## config.mk

```make
export PLATFORM = sky130hd
export DESIGN_NAME = moisture_scan_controller
export DESIGN_NICKNAME = d
export VERILOG_FILES = /design/src/rtl/moisture_pkg.sv /design/src/rtl/moisture_hysteresis.sv /design/src/rtl/moisture_scan_controller.sv
export SDC_FILE = /design/constraint.sdc
export NUM_CORES = 1
export LEC_CHECK = 0
export ABC_AREA = 0
export CAP_MARGIN = 20
export CORE_MARGIN = 8
export CORE_UTILIZATION = 55
export CTS_BUF_LIST = sky130_fd_sc_hd__clkbuf_4 sky130_fd_sc_hd__clkbuf_8
export CTS_CLUSTER_DIAMETER = 80
export CTS_CLUSTER_SIZE = 14
export DETAILED_ROUTE_END_ITERATION = 10
export GPL_TIMING_DRIVEN = 0
export PLACE_DENSITY = 0.87
export SYNTH_ARGS = -nofsm -noshare
export SYNTH_HDL_FRONTEND = slang
export SYNTH_SLANG_ARGS = --single-unit
```

## constraint.sdc

```tcl
create_clock -name clk -period 7.4 [get_ports clk]
set_input_delay 1.11 -clock clk [delete_from_list [all_inputs] [get_ports clk]]
set_output_delay 1.11 -clock clk [all_outputs]
set_load 0.005 [all_outputs]
```

## src/rtl/moisture_pkg.sv

```systemverilog
// rtl/moisture_pkg.sv - shared states, constants and percentage helper for the moisture scanner
package moisture_pkg;

    localparam int ADC_W     = 8;
    localparam int PCT_SCALE = 100;

    typedef enum logic [2:0] {
        IDLE,
        SETTLE,
        START,
        WAIT,
        PUBLISH,
        HOLD
    } state_t;

    // (avg * 100) >> 8 keeps the result in 0..99 for any 8-bit average
    function automatic logic [7:0] avg_to_pct(input logic [ADC_W-1:0] avg);
        logic [14:0] prod;
        prod = 15'(avg) * 15'(PCT_SCALE);
        return {1'b0, prod[14:8]};
    endfunction

endpackage

```

## src/rtl/moisture_hysteresis.sv

```systemverilog
// rtl/moisture_hysteresis.sv - per-channel pump flag with dry/wet hysteresis
module moisture_hysteresis #(
    parameter int DRY_PCT = 30,
    parameter int WET_PCT = 60
) (
    input  logic       clk,
    input  logic       reset,
    input  logic       load,
    input  logic       clear,
    input  logic [7:0] pct,
    output logic       pump
);

    always_ff @(posedge clk) begin
        if (!reset) begin
            pump <= 1'b0;
        end else if (clear) begin
            pump <= 1'b0;
        end else if (load) begin
            if (pct < 8'(DRY_PCT)) begin
                pump <= 1'b1;
            end else if (pct >= 8'(WET_PCT)) begin
                pump <= 1'b0;
            end
        end
    end

endmodule

```

## src/rtl/moisture_scan_controller.sv

```systemverilog
// rtl/moisture_scan_controller.sv - shared-ADC moisture scanner with averaging and pump control; MOISTURE_TIMEOUT_EN adds a conversion watchdog
module moisture_scan_controller
    import moisture_pkg::*;
#(
    parameter int NUM_CH         = 4,
    parameter int AVG_LOG2       = 2,
    parameter int SETTLE_CYCLES  = 8,
    parameter int PERIOD_CYCLES  = 1000,
    parameter int DRY_PCT        = 30,
    parameter int WET_PCT        = 60,
    parameter int TIMEOUT_CYCLES = 255
) (
    input  logic                      clk,
    input  logic                      reset,
    input  logic                      enable,
    output logic                      adc_start,
    input  logic                      adc_valid,
    input  logic [ADC_W-1:0]          adc_data,
    output logic [$clog2(NUM_CH)-1:0] ch_sel,
    output logic                      moisture_valid,
    output logic [$clog2(NUM_CH)-1:0] moisture_ch,
    output logic [7:0]                moisture_pct,
    output logic [NUM_CH-1:0]         pump_en,
    output logic                      scan_done,
    output logic [NUM_CH-1:0]         timeout_err
);

    localparam int CH_W  = $clog2(NUM_CH);
    localparam int ACC_W = ADC_W + AVG_LOG2;
    localparam int SMP_W = AVG_LOG2 + 1;
    localparam int SET_W = $clog2(SETTLE_CYCLES + 1);
    localparam int PER_W = $clog2(PERIOD_CYCLES + 1);

    state_t            state;
    state_t            state_next;
    logic [CH_W-1:0]   ch;
    logic [ACC_W-1:0]  acc;
    logic [ACC_W-1:0]  acc_sum;
    logic [SMP_W-1:0]  smp_cnt;
    logic [SET_W-1:0]  settle_cnt;
    logic [PER_W-1:0]  period_cnt;
    logic [7:0]        new_pct;
    logic              last_ch;
    logic              last_smp;
    logic              period_done;
    logic              scan_start;
    logic              timeout_hit;

    assign acc_sum     = acc + ACC_W'(adc_data);
    assign new_pct     = avg_to_pct(acc_sum[ACC_W-1:AVG_LOG2]);
    assign last_ch     = (ch == CH_W'(NUM_CH - 1));
    assign last_smp    = (state == WAIT) && adc_valid && (smp_cnt == SMP_W'((1 << AVG_LOG2) - 1));
    assign period_done = (period_cnt == PER_W'(PERIOD_CYCLES - 1));
    assign scan_start  = enable && ((state == IDLE) || ((state == HOLD) && period_done));
    assign adc_start   = (state == START);
    assign ch_sel      = ch;

`ifdef MOISTURE_TIMEOUT_EN
    localparam int TO_W = $clog2(TIMEOUT_CYCLES + 1);
    logic [TO_W-1:0]   wait_cnt;
    logic [NUM_CH-1:0] timeout_q;

    assign timeout_hit = (state == WAIT) && !adc_valid && (wait_cnt == TO_W'(TIMEOUT_CYCLES - 1));
    assign timeout_err = timeout_q;

    always_ff @(posedge clk) begin
        if (!reset) begin
            wait_cnt  <= '0;
            timeout_q <= '0;
        end else begin
            wait_cnt <= (state == WAIT) ? wait_cnt + 1'b1 : '0;
            if (timeout_hit) begin
                timeout_q[ch] <= 1'b1;
            end
        end
    end
`else
    logic unused_timeout_cfg;
    assign unused_timeout_cfg = ^TIMEOUT_CYCLES;
    assign timeout_hit        = 1'b0;
    assign timeout_err        = '0;
`endif

    always_comb begin
        state_next = state;
        case (state)
            IDLE:    if (enable) state_next = SETTLE;
            SETTLE:  if (settle_cnt == SET_W'(SETTLE_CYCLES - 1)) state_next = START;
            START:   state_next = WAIT;
            WAIT: begin
                if (adc_valid) begin
                    state_next = last_smp ? PUBLISH : START;
                end else if (timeout_hit) begin
                    state_next = PUBLISH;
                end
            end
            PUBLISH: state_next = last_ch ? HOLD : SETTLE;
            HOLD:    if (period_done) state_next = enable ? SETTLE : IDLE;
            default: state_next = IDLE;
        endcase
    end

    always_ff @(posedge clk) begin
        if (!reset) begin
            state          <= IDLE;
            ch             <= '0;
            acc            <= '0;
            smp_cnt        <= '0;
            settle_cnt     <= '0;
            period_cnt     <= '0;
            moisture_valid <= 1'b0;
            moisture_ch    <= '0;
            moisture_pct   <= '0;
            scan_done      <= 1'b0;
        end else begin
            state          <= state_next;
            moisture_valid <= 1'b0;
            scan_done      <= 1'b0;
            settle_cnt     <= (state == SETTLE) ? settle_cnt + 1'b1 : '0;

            // Saturates so an overrun scan leaves HOLD on its first cycle
            if (scan_start) begin
                period_cnt <= '0;
            end else if (!period_done) begin
                period_cnt <= period_cnt + 1'b1;
            end

            if ((state == IDLE) || (state == HOLD)) begin
                ch <= '0;
            end else if ((state == PUBLISH) && !last_ch) begin
                ch <= ch + 1'b1;
            end

            if ((state == WAIT) && adc_valid) begin
                acc     <= acc_sum;
                smp_cnt <= smp_cnt + 1'b1;
            end

            // Result fields are loaded with the final sample so they are visible during PUBLISH
            if (last_smp) begin
                moisture_valid <= 1'b1;
                moisture_ch    <= ch;
                moisture_pct   <= new_pct;
            end

            if (state == PUBLISH) begin
                acc     <= '0;
                smp_cnt <= '0;
                if (last_ch) begin
                    scan_done <= 1'b1;
                end
            end
        end
    end

    for (genvar i = 0; i < NUM_CH; i++) begin : g_pump
        moisture_hysteresis #(
            .DRY_PCT (DRY_PCT),
            .WET_PCT (WET_PCT)
        ) u_hyst (
            .clk   (clk),
            .reset (reset),
            .load  (last_smp && (ch == CH_W'(i))),
            .clear ((state == IDLE) || (timeout_hit && (ch == CH_W'(i)))),
            .pct   (new_pct),
            .pump  (pump_en[i])
        );
    end

endmodule
```

# ---- Yosys cells after proc, flatten, opt, wreduce, memory -nomap -nowiden
# Cells that the tools add are included.
dict set report word_totals {
  ram_bits 0
  mem_bits_ro 0
  memories 0
  elab_cells 76
  latchBits 0
  inputBits 12
  out_inout_bits 23
  ff_bits 47
}
dict set report classes {
  shifts 0
  n_reduce_logical 26
  eq_ne 15
  mul 1
  div_mod_pow 0
  n_bitwise 1
  magnitude_cmp 2
  muxes 12
  add_sub_neg 5
}
# op count
set op_table {}
lappend op_table {{$mux W3} 6}
lappend op_table {{$pmux W3 S6} 1}
lappend op_table {{$mul A8 B5 Y13 const B} 1}
lappend op_table {{$reduce_and A2 Y1} 6}
lappend op_table {{$add A10 B1 Y10 const B} 1}
lappend op_table {{$add A10 B8 Y10} 1}
lappend op_table {{$eq A10 B10 Y1 const B} 1}
lappend op_table {{$eq A3 B2 Y1 const B} 3}
lappend op_table {{$logic_and A1 B1 Y1} 9}
lappend op_table {{$ne A2 B2 Y1 const B} 4}
lappend op_table {{$reduce_or A2 Y1} 4}
lappend op_table {{$ge A7 B6 Y1 const B} 1}
lappend op_table {{$lt A7 B5 Y1 const B} 1}
lappend op_table {{$eq A3 B3 Y1 const B} 2}
lappend op_table {{$mux W1} 5}
lappend op_table {{$add A4 B1 Y4 const B} 1}
lappend op_table {{$eq A2 B2 Y1 const B} 2}
lappend op_table {{$eq A4 B3 Y1 const B} 1}
lappend op_table {{$reduce_and A4 Y1} 1}
lappend op_table {{$add A3 B1 Y3 const B} 1}
lappend op_table {{$eq A3 B1 Y1 const B} 1}
lappend op_table {{$logic_not A3 Y1} 1}
lappend op_table {{$add A2 B1 Y2 const B} 1}
lappend op_table {{$eq A2 B1 Y1 const B} 1}
lappend op_table {{5 further kinds} 6}

# ---- Longest topological paths before layout
# Gate-level depths: netlist (run 1).
dict set report logic_depth {
  word_depth 6
  mapped_depth 23
  mapped_depth_nobuf 23
}

# ---- Cells and area by module
# From an unflattened synthesis (run 1), not the netlist that was laid out.
dict set report hier_totals {
  cells_unflattened 364
  area_unflattened_um2 3149.3
}
# mod n_inst seq_area_each_um2 area_per_inst_um2 cells_per_inst
set by_module_without_submodules {}
lappend by_module_without_submodules {moisture_scan_controller 1 860.8 2854.0 328}
lappend by_module_without_submodules {moisture_hysteresis 4 20.0 73.8 9}

# ---- Worst setup path after synthesis (run 1)
# OpenSTA, ideal clock, no wires.
dict set report synth_timing {
  path_type {input to register}
  startpoint {input port adc_data[0]}
  endpoint {register g_pump[0].u_hyst.pump}
  arrival_time_ps 5441
  setup_time_ps 123
  stages 23
  setup_slack_ps 1836
  path_cell_list {ha_1 inv_1 fa_1 nor2b_1 o21ai_0 a21boi_1 o21ai_0 and3_1 nor2_1 ha_1 ha_1 inv_1 fa_1 inv_1 ha_1 and2_2 nand4_1 a2111o_1 nand3_2 or2_2 or4_1 nand3_2 o21ai_1}
}
dict set report synth_via {
  elab_chain_len 5
}
# item line_no
set synth_rtl {}
lappend synth_rtl {{from (decl)} moisture_scan_controller.sv:18} ;# input logic [ADC_W-1:0] adc_data,
lappend synth_rtl {{$add A10 B8 Y10 (*)} moisture_scan_controller.sv:49} ;# assign acc_sum = acc + ACC_W'(adc_data);
lappend synth_rtl {{net acc_sum[6]} moisture_scan_controller.sv:38} ;# logic [ACC_W-1:0] acc_sum;
lappend synth_rtl {{$mul A8 B5 Y13 (*)} moisture_pkg.sv:19} ;# prod = 15'(avg) * 15'(PCT_SCALE);
lappend synth_rtl {{$ge A7 B6 Y1 / $lt A7 B5 Y1 (equally long branches)} {moisture_hysteresis.sv:22, moisture_hysteresis.sv:20}}
lappend synth_rtl {{$reduce_bool A2 Y1 (no line)} --}
lappend synth_rtl {{$reduce_and A2 Y1 (no line)} --}
lappend synth_rtl {{to (signal assigned)} moisture_hysteresis.sv:18} ;# pump <= 1'b0;
lappend synth_rtl {{to (signal assigned)} moisture_hysteresis.sv:21} ;# pump <= 1'b1;
lappend synth_rtl {{to (signal assigned)} moisture_hysteresis.sv:23} ;# pump <= 1'b0;
lappend synth_rtl {{to (decl)} moisture_hysteresis.sv:11} ;# output logic pump
# The timed path passes the listed nets; every way through them passes the cells marked *.
# A chain may end at the register's enable or synchronous reset.

# ---- Worst setup path in the final report (run 1)
dict set report layout_timing {
  startpoint {input port adc_data[0]}
  endpoint {register g_pump[1].u_hyst.pump}
}
dict set report layout_via {
  elab_chain_len 5
}
# item line_no
set layout_rtl {}
lappend layout_rtl {{$add A10 B8 Y10 (*)} moisture_scan_controller.sv:49}
lappend layout_rtl {{net acc_sum[6]} moisture_scan_controller.sv:38}
lappend layout_rtl {{$mul A8 B5 Y13 (*)} moisture_pkg.sv:19}
lappend layout_rtl {{$ge A7 B6 Y1 / $lt A7 B5 Y1 (equally long branches)} {moisture_hysteresis.sv:22, moisture_hysteresis.sv:20}}
lappend layout_rtl {{$reduce_bool A2 Y1 (no line)} --}
lappend layout_rtl {{$reduce_and A2 Y1 (no line)} --}
lappend layout_rtl {{to (signal assigned)} moisture_hysteresis.sv:18}
lappend layout_rtl {{to (signal assigned)} moisture_hysteresis.sv:21}
lappend layout_rtl {{to (signal assigned)} moisture_hysteresis.sv:23}
lappend layout_rtl {{to (decl)} moisture_hysteresis.sv:11}
# Marked as above.

==> impl_metrics.env, run 1 <==
export IMPL_place_hpwl_mm=5.41
export IMPL_cp_arrival_ns=6.49
export IMPL_setup_viol=0
export IMPL_final_hold_viol_count=0
export IMPL_io_buffers=28
export IMPL_vias_per_cell=5.62
export IMPL_initial_utilization=0.573
export IMPL_avgRoutedWirePerCell_um=13.9
export IMPL_synth_top_area_frac=0.296
export IMPL_min_period_ns=6.30
export IMPL_clock_sinks=47
export IMPL_async_reset_ff_frac=0
export IMPL_clk_latency_ns=0.31
export IMPL_maxSlewHeadroom=0.515
export IMPL_ctsResizeCount=0
export IMPL_cts_root_buf="clkbuf_8"
export IMPL_drive_gt1_frac=0.0905
export IMPL_cts_tree="yes"
export IMPL_reg2reg_to="g_pump[1].u_hyst.pump"
export IMPL_drt_iter0_drc=188
export IMPL_worstMarginPinSlew_ns=0.724
export IMPL_leakagePower_nw=1.57
export IMPL_final_cells=492
export IMPL_fmax_ghz=0.159
export IMPL_drt_total_wl_mm=6.84
export IMPL_hold_buffers=0
export IMPL_synth_edf_count=0
export IMPL_die_area_um2=8460
export IMPL_area_growth_pct=16.0
export IMPL_n_antenna_cell=0
export IMPL_dp_slack_ns=0.790
export IMPL_ys_types=56
export IMPL_postSynthAreaPerCell_um2=8.36
export IMPL_fp_dieH_um=92.0
export IMPL_dr_pass1_iters=4
export IMPL_h_tree_depth=2
export IMPL_criticalPathCategory="input pin to flop"
export IMPL_timing_final_ws_setup_ns=1.10
export IMPL_cts_buffers=5
export IMPL_core_area_um2=5540
export IMPL_grt_pass1_wl_mm=11.9
export IMPL_r2r_slack_ns=2.03
export IMPL_grt_ovfl_total=0
export IMPL_rows=27
export IMPL_fin_crit_sh=0.851
export IMPL_synth_area_leaders="dfxtp_1, ha_1, nand2_1, a21oi_1, nor2_1"
export IMPL_status="finished, final reports clean"
export IMPL_path_clk_slew_ns=0.09
export IMPL_clk_path_buf_depth=2
export IMPL_ys_ff_latch=47
export IMPL_gp_congestion=0.880
export IMPL_start_kind="input pin"
export IMPL_syn_inst=380
export IMPL_rsz0062_at_grt="false"
export IMPL_ys_warn_count=0
export IMPL_grt_pass1_vias=2795
export IMPL_pin_count=35
export IMPL_fin_setup_tns_ns=0
export IMPL_holdCritStartpoint="settle_cnt[0]"
export IMPL_synth_flop_cell="dfxtp_1"
export IMPL_r2r_start="acc[0]"
export IMPL_crit_required_ns=7.60
export IMPL_p_per_area_nw_per_um2=195
export IMPL_cap_viol_max_count=0
export IMPL_synth_commonest_cells="dfxtp_1, nand2_1, ha_1"
export IMPL_grt_max_degree=16
export IMPL_rr_worst_depth=23
export IMPL_antenna_found_initial=0
export IMPL_endpoint_kind="flop"
export IMPL_finalMaxSlewViolations=0
export IMPL_numPlacedInstances=484
export IMPL_nNetsFinal=477
export IMPL_clock_skew_ns=0.00726
export IMPL_hold_depth=1
export IMPL_worstHoldPathType="flop to flop"
export IMPL_synth_seq_area_share=0.296
export IMPL_cts_setup_buffers=0
export IMPL_vias=2767
export IMPL_ant_nets=0
export IMPL_fp_dieW_um=92.0
export IMPL_drcViolationCount=0
export IMPL_synth_area_um2=3180
export IMPL_path_max_fanout=6
export IMPL_min_to="settle_cnt[0]"
export IMPL_whs_ns=0.459
export IMPL_track_usage=0.168
export IMPL_yosys_area_top_type="dfxtp_1"
export IMPL_utilization=0.665
export IMPL_vdd_drop_max_v=0.0000826
## worst max-delay path, cell delays in order
cell             delay, ns
clkdlybuf4s50_1       0.46
ha_1                  0.20
inv_1                 0.08
fa_1                  0.41
nor2b_1               0.12
o21ai_0               0.13
a21boi_1              0.23
o21ai_0               0.12
and3_1                0.19
nor2_1                0.28
ha_1                  0.30
ha_1                  0.27
inv_1                 0.05
fa_1                  0.50
inv_1                 0.04
ha_1                  0.34
and2_2                0.23
nand4_1               0.10
a2111o_1              0.14
nand3_2               0.14
or2_2                 0.33
or4_1                 0.49
nand3_2               0.13
o21ai_1               0.08
## metal layers
layer	share of wire	vias to the layer above	GRT usage
met3	0.060	16	0.0432
met4	0.021	0	0.0631
met1	0.41	1281	0.176
met2	0.50	89	0.311
met5	0	-	0
li1	-	1381	-
## registers in the layout (all words and copies together) (netlist names), 3 cells and up
signal	count
smp_cnt	3
period_cnt	10
acc	10
state	3
g_pump.u_hyst.pump	4
moisture_pct	7
settle_cnt	4
## layout make-up
cell class	instances	area, µm²
well taps	72	90.1
clock inverters	2	38.8
fillers	452	1860
inverters	23	86.3
plain buffers	20	111
multi-input cells	294	2050
clock buffers	6	82.6
flip-flops and latches	47	941
repair buffers	28	280
## metrics by stage
step,total power [mW],cell area (µm²)
2_1_floorplan,0.459,3190
3_3_place_gp,0.501,3560
3_5_place_dp,0.514,3560
4_1_cts,0.719,3680
5_1_grt,0.762,3680
6_report,0.717,3680
## where the power goes
| part | switching (mW) | leakage [nW] | total [mW] | internal (mW) |
|---|---|---|---|---|
| Combinational | 0.136 | 1.13 | 0.235 | 0.0996 |
| Clock | 0.0954 | 0.0618 | 0.207 | 0.111 |
| Sequential | 0.0104 | 0.380 | 0.275 | 0.265 |
## layout by cell type, fill, tap and decap left out, types with 6 or more instances in the layout
cell / count
a21oi_1: 35
buf_4: 9
clkbuf_1: 8
clkbuf_8: 6
clkdlybuf4s50_1: 28
dfxtp_1: 47
ha_1: 43
inv_1: 23
nand2_1: 47
nand3_1: 6
nor2_1: 40
nor3_1: 6
o21ai_0: 8
o21ai_1: 9
xnor2_1: 17
xor2_1: 9
## cell families after synthesis
family                     Yosys count  synth area share
and+or+nand+nor                    132             0.195
AOI/OAI and AO/OA                   83             0.177
DFF                                 47             0.296
adders and majority gates           46             0.188
buffers and inverters               43            0.0623
xor gates and xnor gates            27            0.0768
other                                1           0.00118
muxes                                1           0.00315
## worst max-delay path by stage
stage | cells past startpoint | slack [ns] | from | to
global route | 24 | 0.74 | adc_data[0] | g_pump[1].u_hyst.pump
floorplan | 23 | 1.84 | adc_data[0] | g_pump[0].u_hyst.pump
CTS | 24 | 1.11 | adc_data[0] | g_pump[1].u_hyst.pump
global placement | 24 | 0.97 | adc_data[0] | g_pump[1].u_hyst.pump
detailed placement | 24 | 0.79 | adc_data[0] | g_pump[1].u_hyst.pump
finish | 24 | 1.10 | adc_data[0] | g_pump[1].u_hyst.pump
Note: power is estimated with default switching activity, not from simulation.
==> run 2: changes to the inputs <==
- CAP_MARGIN: 20 -> 5
- SETUP_SLACK_MARGIN: unset -> 0.15
- clock period: 7.4 -> 5.8 ns (I/O delays scaled with it)
==> run 2 against run 1 <==
  * Core utilization is 6.0 points higher
  * Routed wire length is 21% higher
  * Final area is 9.1% higher
  * Final cell count is 1.8% higher
  * Register-to-register slack worse by 1.3 ns
  * Critical path type unchanged
  * Highest routed layer unchanged
==> impl_metrics.env, run 2 (synthesis gave the netlist of run 1 again) <==
export IMPL_status="finished, final reports clean"
export IMPL_setup_viol=0
export IMPL_vdd_drop_max_v=0.000118
export IMPL_min_period_ns=5.59
export IMPL_whs_ns=0.459
export IMPL_start_kind="input pin"
export IMPL_drive_gt1_frac=0.186
export IMPL_grt_pass1_wl_mm=12.4
export IMPL_r2r_start="acc[0]"
export IMPL_area_growth_pct=26.5
export IMPL_track_usage=0.176
export IMPL_cp_arrival_ns=5.84
export IMPL_p_per_area_nw_per_um2=247
export IMPL_initial_utilization=0.573
export IMPL_use_met1=0.184
export IMPL_maxSlewHeadroom=0.520
export IMPL_vias_per_cell=5.79
export IMPL_gp_congestion=0.880
export IMPL_fmax_ghz=0.179
export IMPL_utilization=0.725
export IMPL_rr_worst_depth=22
export IMPL_holdCritStartpoint="settle_cnt[0]"
export IMPL_hold_depth=1
export IMPL_path_max_fanout=6
export IMPL_path_clk_slew_ns=0.10
export IMPL_fin_setup_tns_ns=0
export IMPL_grt_max_degree=16
export IMPL_die_area_um2=8460
export IMPL_clk_latency_ns=0.31
export IMPL_worstMarginPinSlew_ns=0.716
export IMPL_grt_ovfl_total=0
export IMPL_fp_dieW_um=92.0
export IMPL_final_cells=501
export IMPL_min_to="settle_cnt[0]"
export IMPL_nNetsFinal=486
export IMPL_endpoint_kind="flop"
export IMPL_crit_required_ns=6.05
export IMPL_leakagePower_nw=1.62
export IMPL_core_area_um2=5540
export IMPL_r2r_slack_ns=0.69
export IMPL_drt_iter0_drc=228
export IMPL_final_common_cell="dfxtp_1"
export IMPL_n_antenna_cell=0
export IMPL_cts_tree="yes"
export IMPL_ant_nets=0
export IMPL_use_met2=0.330
export IMPL_rows=27
export IMPL_cts_buffers=5
export IMPL_nFillCells=378
export IMPL_clock_skew_ns=0.00599
export IMPL_final_area_um2=4020
export IMPL_largestRegisters="acc: 10 flops, period_cnt: 10 flops, moisture_pct: 7 flops"
export IMPL_grt_pass1_vias=2855
export IMPL_rsz0062_at_grt="false"
export IMPL_finalMaxSlewViolations=0
export IMPL_final_cell_mix="dfxtp_1, nand2_1, nor2_1"
export IMPL_numPlacedInstances=484
export IMPL_clock_sinks=47
export IMPL_io_buffers=28
export IMPL_grt_use_met3=0.0416
export IMPL_h_tree_depth=2
export IMPL_fp_dieH_um=92.0
export IMPL_vias=2903
export IMPL_cts_root_buf="clkbuf_8"
export IMPL_top_usage_layer="met2"
export IMPL_criticalPathCategory="input pin to flop"
export IMPL_placed_area_um2=3560
export IMPL_avgRoutedWirePerCell_um=16.5
export IMPL_reg2reg_to="g_pump[0].u_hyst.pump"
export IMPL_pin_count=35
export IMPL_clk_path_buf_depth=2
export IMPL_fin_crit_sh=0.964
export IMPL_cap_viol_max_count=0
export IMPL_dr_pass1_iters=7
export IMPL_drcViolationCount=0
export IMPL_worstHoldPathType="flop to flop"
export IMPL_place_hpwl_mm=5.41
export IMPL_drt_total_wl_mm=8.28
export IMPL_final_hold_viol_count=0
export IMPL_antenna_found_initial=0
## run 2: per-stage QoR
stage / power (mW) / setup WS, ns
4_1_cts: 0.938 / 0.172
2_1_floorplan: 0.585 / 0.476
6_report: 0.990 / 0.208
5_1_grt: 1.04 / 0.0725
3_3_place_gp: 0.640 / -0.390
3_5_place_dp: 0.655 / -0.570
## run 2: metal layers
metal / share of wire / routed length [µm]
met1: 0.39 / 3220
met2: 0.51 / 4220
met3: 0.067 / 553
met4: 0.033 / 274
met5: 0 / 0
## run 2: how the worst max path moves through the flow
stage,start,end,depth (start not counted)
floorplan,adc_data[0],g_pump[0].u_hyst.pump,23
global placement,adc_data[0],g_pump[1].u_hyst.pump,24
detailed placement,adc_data[0],g_pump[1].u_hyst.pump,24
CTS,adc_data[0],g_pump[1].u_hyst.pump,24
global route,adc_data[2],g_pump[1].u_hyst.pump,21
finish,adc_data[2],g_pump[0].u_hyst.pump,21
## run 2: report_power, final
part / internal, mW / leakage [nW] / switching, mW
clock: 0.142 / 0.0618 / 0.122
sequential: 0.338 / 0.380 / 0.0139
combinational: 0.167 / 1.18 / 0.209
total: 0.646 / 1.62 / 0.344
## run 2: worst max-delay path: stages
cell and delay, ns:
clkdlybuf4s50_1 0.40, ha_1 0.35, nor2b_2 0.19, o21ai_2 0.21, a21boi_2 0.11, o21ai_2 0.18, and3_1 0.22, nor2_4 0.05
buf_4 0.15, ha_1 0.28, ha_1 0.31, ha_1 0.35, ha_4 0.29, a21oi_1 0.19, nor2b_1 0.07, o21ai_1 0.25
nand3_4 0.15, or4_4 0.56, a22oi_2 0.36, a41oi_2 0.17, o21ai_1 0.12
## run 2: repair_timing
action | CTS | global route
hold buffers | 0 | 0
gates resized for setup | 13 | 30
endpoints found under the setup margin | 5 | 6
buffers inserted | 3 | 6
pin swaps | 5 | 24
hold endpoints to repair | 0 | 0
## run 2: final cells by class
class	instances	area [µm²]	area share
plain buffers	20	111	0.0277
clock buffers	6	82.6	0.0206
clock inverters	2	38.8	0.00966
inverters	23	86.3	0.0215
multi-input cells	294	2310	0.576
flip-flops and latches	47	941	0.234
well taps	72	90.1	0.0224
repair buffers	37	353	0.0879
==> run 3: changes to the inputs <==
- CORE_MARGIN: 8 -> unset
==> run 3 against run 2 <==
  * Global-route usage grew 5.3 points
  * Flip-flop and latch count is the same
  * Routed wire length shrank 13%
  * Largest power group unchanged
  * Largest cell class unchanged
  * Combinational power shrank 3%
  * Worst setup slack gained 0.067 ns
==> impl_metrics.env, run 3 (synthesis gave the netlist of run 1 again) <==
export IMPL_status="finished, final reports clean"
export IMPL_drive_gt1_frac=0.195
export IMPL_holdCritStartpoint="settle_cnt[0]"
export IMPL_core_area_um2=5540
export IMPL_final_cell_mix="dfxtp_1, nand2_1, nor2_1"
export IMPL_track_usage=0.229
export IMPL_crit_required_ns=6.04
export IMPL_critPathSlowestCell="or4_4"
export IMPL_die_area_um2=6080
export IMPL_cts_buffers=5
export IMPL_timing_final_ws_setup_ns=0.276
export IMPL_r2r_start="acc[0]"
export IMPL_pin_count=35
export IMPL_power_mw=0.968
export IMPL_nNetsFinal=492
export IMPL_vias=2813
export IMPL_path_cells="clkdlybuf4s50_1 -> ha_1 -> o21ai_2 -> o21ai_2 -> a21oi_1 -> o21bai_2 -> a21oi_1 -> nor2b_1 -> xnor2_2 -> inv_1 -> ha_1 -> ha_1 -> ha_4 -> ha_4 -> and3_4 -> nand4_1 -> a2111o_1 -> nand3_2 -> or4_4 -> a22oi_2 -> a41oi_1 -> o21ai_1"
export IMPL_max_stage_delay_ns=0.56
export IMPL_dp_slack_ns=-0.476
export IMPL_cp_buffers_inverters=2
export IMPL_p_per_area_nw_per_um2=242
export IMPL_setup_viol=0
export IMPL_leakagePower_nw=1.65
export IMPL_ant_nets=0
export IMPL_cts_tree="yes"
export IMPL_avgRoutedWirePerCell_um=14.1
export IMPL_area_growth_pct=25.8
export IMPL_maxSlewHeadroom=0.514
export IMPL_worstHoldPathType="flop to flop"
export IMPL_fmax_ghz=0.181
export IMPL_startpoint="adc_data[3]"
export IMPL_critical_path_top_delay_family="compound AO/OA/AOI/OAI gates"
export IMPL_fp_dieH_um=78.0
export IMPL_drcViolationCount=0
export IMPL_clk_latency_ns=0.30
export IMPL_p_int_mw=0.636
export IMPL_fp_dieW_um=78.0
export IMPL_grt_ovfl_total=0
export IMPL_criticalPathCategory="input pin to flop"
export IMPL_initial_utilization=0.573
export IMPL_min_period_ns=5.52
export IMPL_n_antenna_cell=0
export IMPL_worstMarginPinSlew_ns=0.724
export IMPL_antenna_found_initial=0
export IMPL_clock_sinks=47
export IMPL_dr_pass1_iters=4
export IMPL_gp_congestion=0.830
export IMPL_rsz0062_at_grt="false"
export IMPL_cap_viol_max_count=0
export IMPL_clock_skew_ns=0.00373
export IMPL_final_hold_viol_count=0
export IMPL_path_clk_slew_ns=0.09
export IMPL_grt_max_degree=17
export IMPL_h_tree_depth=2
export IMPL_grt_pass1_wl_mm=11.2
export IMPL_endpoint_kind="flop"
export IMPL_finalMaxSlewViolations=0
export IMPL_whs_ns=0.454
export IMPL_comb_power_share=0.378
export IMPL_clkPwrFrac=0.259
export IMPL_largestRegisters="acc: 10 flops, period_cnt: 10 flops, moisture_pct: 7 flops"
export IMPL_rows=27
export IMPL_drt_iter0_drc=101
export IMPL_path_max_fanout=6
export IMPL_vdd_drop_max_v=0.000121
export IMPL_place_hpwl_mm=4.88
export IMPL_vias_per_cell=5.55
export IMPL_final_common_cell="dfxtp_1"
export IMPL_clk_path_buf_depth=2
export IMPL_cp_arrival_ns=5.77
export IMPL_cp_common_cell="ha_1"
export IMPL_grt_pass1_vias=2559
export IMPL_switching_share=0.342
export IMPL_power_switching_mw=0.331
export IMPL_cts_root_buf="clkbuf_8"
export IMPL_fin_crit_sh=0.952
export IMPL_io_buffers=28
export IMPL_start_kind="input pin"
export IMPL_drt_total_wl_mm=7.16
export IMPL_hold_buffers=0
export IMPL_p_seq_frac=0.363
[run 3: layout make-up]
type	count	area, µm²
Buffer	20	111
Clock buffer	5	68.8
Clock inverter	3	47.5
Fill cell	407	1540
Inverter	23	86.3
Multi-Input combinational cell	294	2250
Sequential cell	47	941
Tap cell	72	90.1
Timing Repair Buffer	43	398
[run 3: worst paths after layout]
path | to | slack (ns) | cells after the start
worst min-delay path | settle_cnt[0] | 0.45 | 1
worst max-delay path | g_pump[0].u_hyst.pump | 0.28 | 22
worst max register to register | g_pump[0].u_hyst.pump | 0.80 | 25
worst min register to register | settle_cnt[0] | 0.45 | 1
[run 3: through the flow]
step,setup TNS (ns),area [µm²],cells,util
after CTS,0,3790,498,0.685
after detailed placement,-2.21,3560,484,0.643
after global routing,0,4000,507,0.721
after global placement,-1.75,3560,484,0.643
final,0,4000,507,0.721
after floorplan,0,3190,384,-
[run 3: routing by layer]
| layer | GRT usage | share of wire | vias up |
|---|---|---|---|
| li1 | - | - | 1404 |
| met1 | 0.284 | 0.44 | 1309 |
| met2 | 0.392 | 0.49 | 84 |
| met3 | 0.0435 | 0.044 | 16 |
| met4 | 0.0889 | 0.026 | 0 |
| met5 | 0 | 0 | - |
[run 3: power groups by stage]
stage | logic (mW) | registers (mW) | clock network (mW)
floorplan | 0.230 | 0.355 | 0
global placement | 0.283 | 0.357 | 0
CTS | 0.319 | 0.351 | 0.253
detailed placement | 0.295 | 0.358 | 0
global route | 0.403 | 0.353 | 0.271
finish | 0.365 | 0.351 | 0.251
[run 3: what timing repair did]
action | CTS | global route
gates resized for setup | 10 | 30
endpoints found under the hold margin | 0 | 0
setup endpoints to repair | 5 | 6
setup buffers | 6 | 9
pin swaps | 4 | 22
==> variant: new RTL, flow settings as in run 2 <==
The package constant `ADC_W` goes from 8 to 7.
--- a/src/rtl/moisture_pkg.sv
+++ b/src/rtl/moisture_pkg.sv
@@ -3,3 +3,3 @@
 
-    localparam int ADC_W     = 8;
+    localparam int ADC_W     = 7;
     localparam int PCT_SCALE = 100;
Ports: changed (resized adc_data); port bits go from 35 to 34. The function was not compared with the original's and may differ.
==> variant against run 2 <==
- sequential share of layout area up 1.6 points
- design area shrank 10%
- setup slack improved by 0.21 ns
- sequential cell count shrank 2
- non-clock buffer count fell by 4
- area after synthesis down 4.3%
- first-iteration DRC count decreased by 14%
- routed wire length decreased by 22%
- critical endpoint is now moisture_pct[4]
Power is not compared: it rests on default switching activity, and its combinational part moved more than twofold at a synthesized area within 25%.
==> variant: results (changes against run 2) <==
Setup path
  • Slowest CP cell: fa_1 (was or4_4)
  • Worst path arrival time: 5.59 ns (was 5.84 ns)
  • Worst R2R Path Depth: 19 (was 22)
  • Family with the most delay on the worst path: adder cells (was compound AO/OA/AOI/OAI gates)
  • Worst R2R Setup Slack: 1.12 ns (was 0.69 ns)

Final layout
  • Fraction of area in multi-input gates: 56.1% (was 57.6%)
  • Final nets: 446 (was 486)
  • Seq cells: 45 (was 47)
  • Fillers: 435 (was 378)
  • FF+latch area: 901 sq um (was 941 sq um)
  • Area of the multi-input gates: 2020 sq um (was 2310 sq um)
  • Biggest regs: period_cnt (10), acc (9), moisture_pct (6) (was acc (10), period_cnt (10), moisture_pct (7))
  • Ratio of cells with drive above 1 in the final layout: 10.8% (was 18.6%)
  • #MultiIn Comb: 277 (was 294)
  • Non-CTS buffers: 53 (was 57)

Routing
  • Met1 Wirelength: 2.85 mm (was 3.22 mm)
  • Met3 WL: 229 um (was 553 um)
  • Drt first pass iters: 4 (was 7)
  • Via density: 5.49 (was 5.79)
  • Detailed Route Iter0 Violations: 196 (was 228)
  • DR WL/cell: 13.7 um (was 16.5 um)
  • Met2 wire length: 3.31 mm (was 4.22 mm)
  • Vias: 2578 (was 2903)

Synth
  • Mean Syn Cell Area: 8.54 sq um (was 8.36 sq um)
  • Synth Area in Compound Gates: 17.1% (was 17.7%)
  • Mux cell area share after synthesis: 0.782% (was 0.315%)
  • Top area cells in the synthesized netlist: dfxtp_1 30%, ha_1 15%, xor2_1 4.6%, nand2_1 4.4%, nor2_1 4.3% (was dfxtp_1 30%, ha_1 17%, nand2_1 5.6%, a21oi_1 5.5%, nor2_1 4.7%)
  • Synth Area in XOR/XNOR: 7.74% (was 7.68%)
  • Post-synth cell types: 62 (was 56)
  • Most frequent cells after synthesis: 45 x dfxtp_1, 36 x ha_1, 36 x nand2_1 (was 47 x dfxtp_1, 47 x nand2_1, 43 x ha_1)

Placed design
  • Detail Placement HPWL: 4.86 mm (was 5.41 mm)
  • Placed Area: 3420 sq um (was 3560 sq um)
  • RD Place Congestion: 0.825 (was 0.880)

GRT
  • Largest net degree at the start of global routing: 15 (was 16)
  • Vias in the first global route: 2469 (was 2855)

Run status
  • Status: finished, final reports clean (unchanged)

Floorplan
  • Core Box Area: 5440 sq um (was 5540 sq um)
variant: worst max-delay path by stage:
stage	to	start	cells past startpoint
3_5_place_dp	moisture_pct[5]	adc_data[0]	20
4_1_cts	moisture_pct[5]	adc_data[0]	20
2_1_floorplan	g_pump[0].u_hyst.pump	adc_data[0]	21
6_report	moisture_pct[4]	adc_data[0]	20
3_3_place_gp	g_pump[3].u_hyst.pump	adc_data[0]	20
5_1_grt	moisture_pct[4]	adc_data[0]	20
variant: logic make-up after synthesis:
family          Yosys count
fa+ha+maj                38
compound gates           73
flops                    45
mux                       2
buf+inv                  39
xor+xnor                 26
other cells               1
simple gates            132
variant: per-layer routing:
metal	track usage [%]	up-vias
met3	3.49	5
met4	4.72	0
met1	17.9	1211
met5	0	-
li1	-	1313
met2	27.1	49
variant: timing repair:
action,in CTS,in global routing
buffers inserted,0,2
endpoints found under the setup margin,0,9
resized for setup,0,8
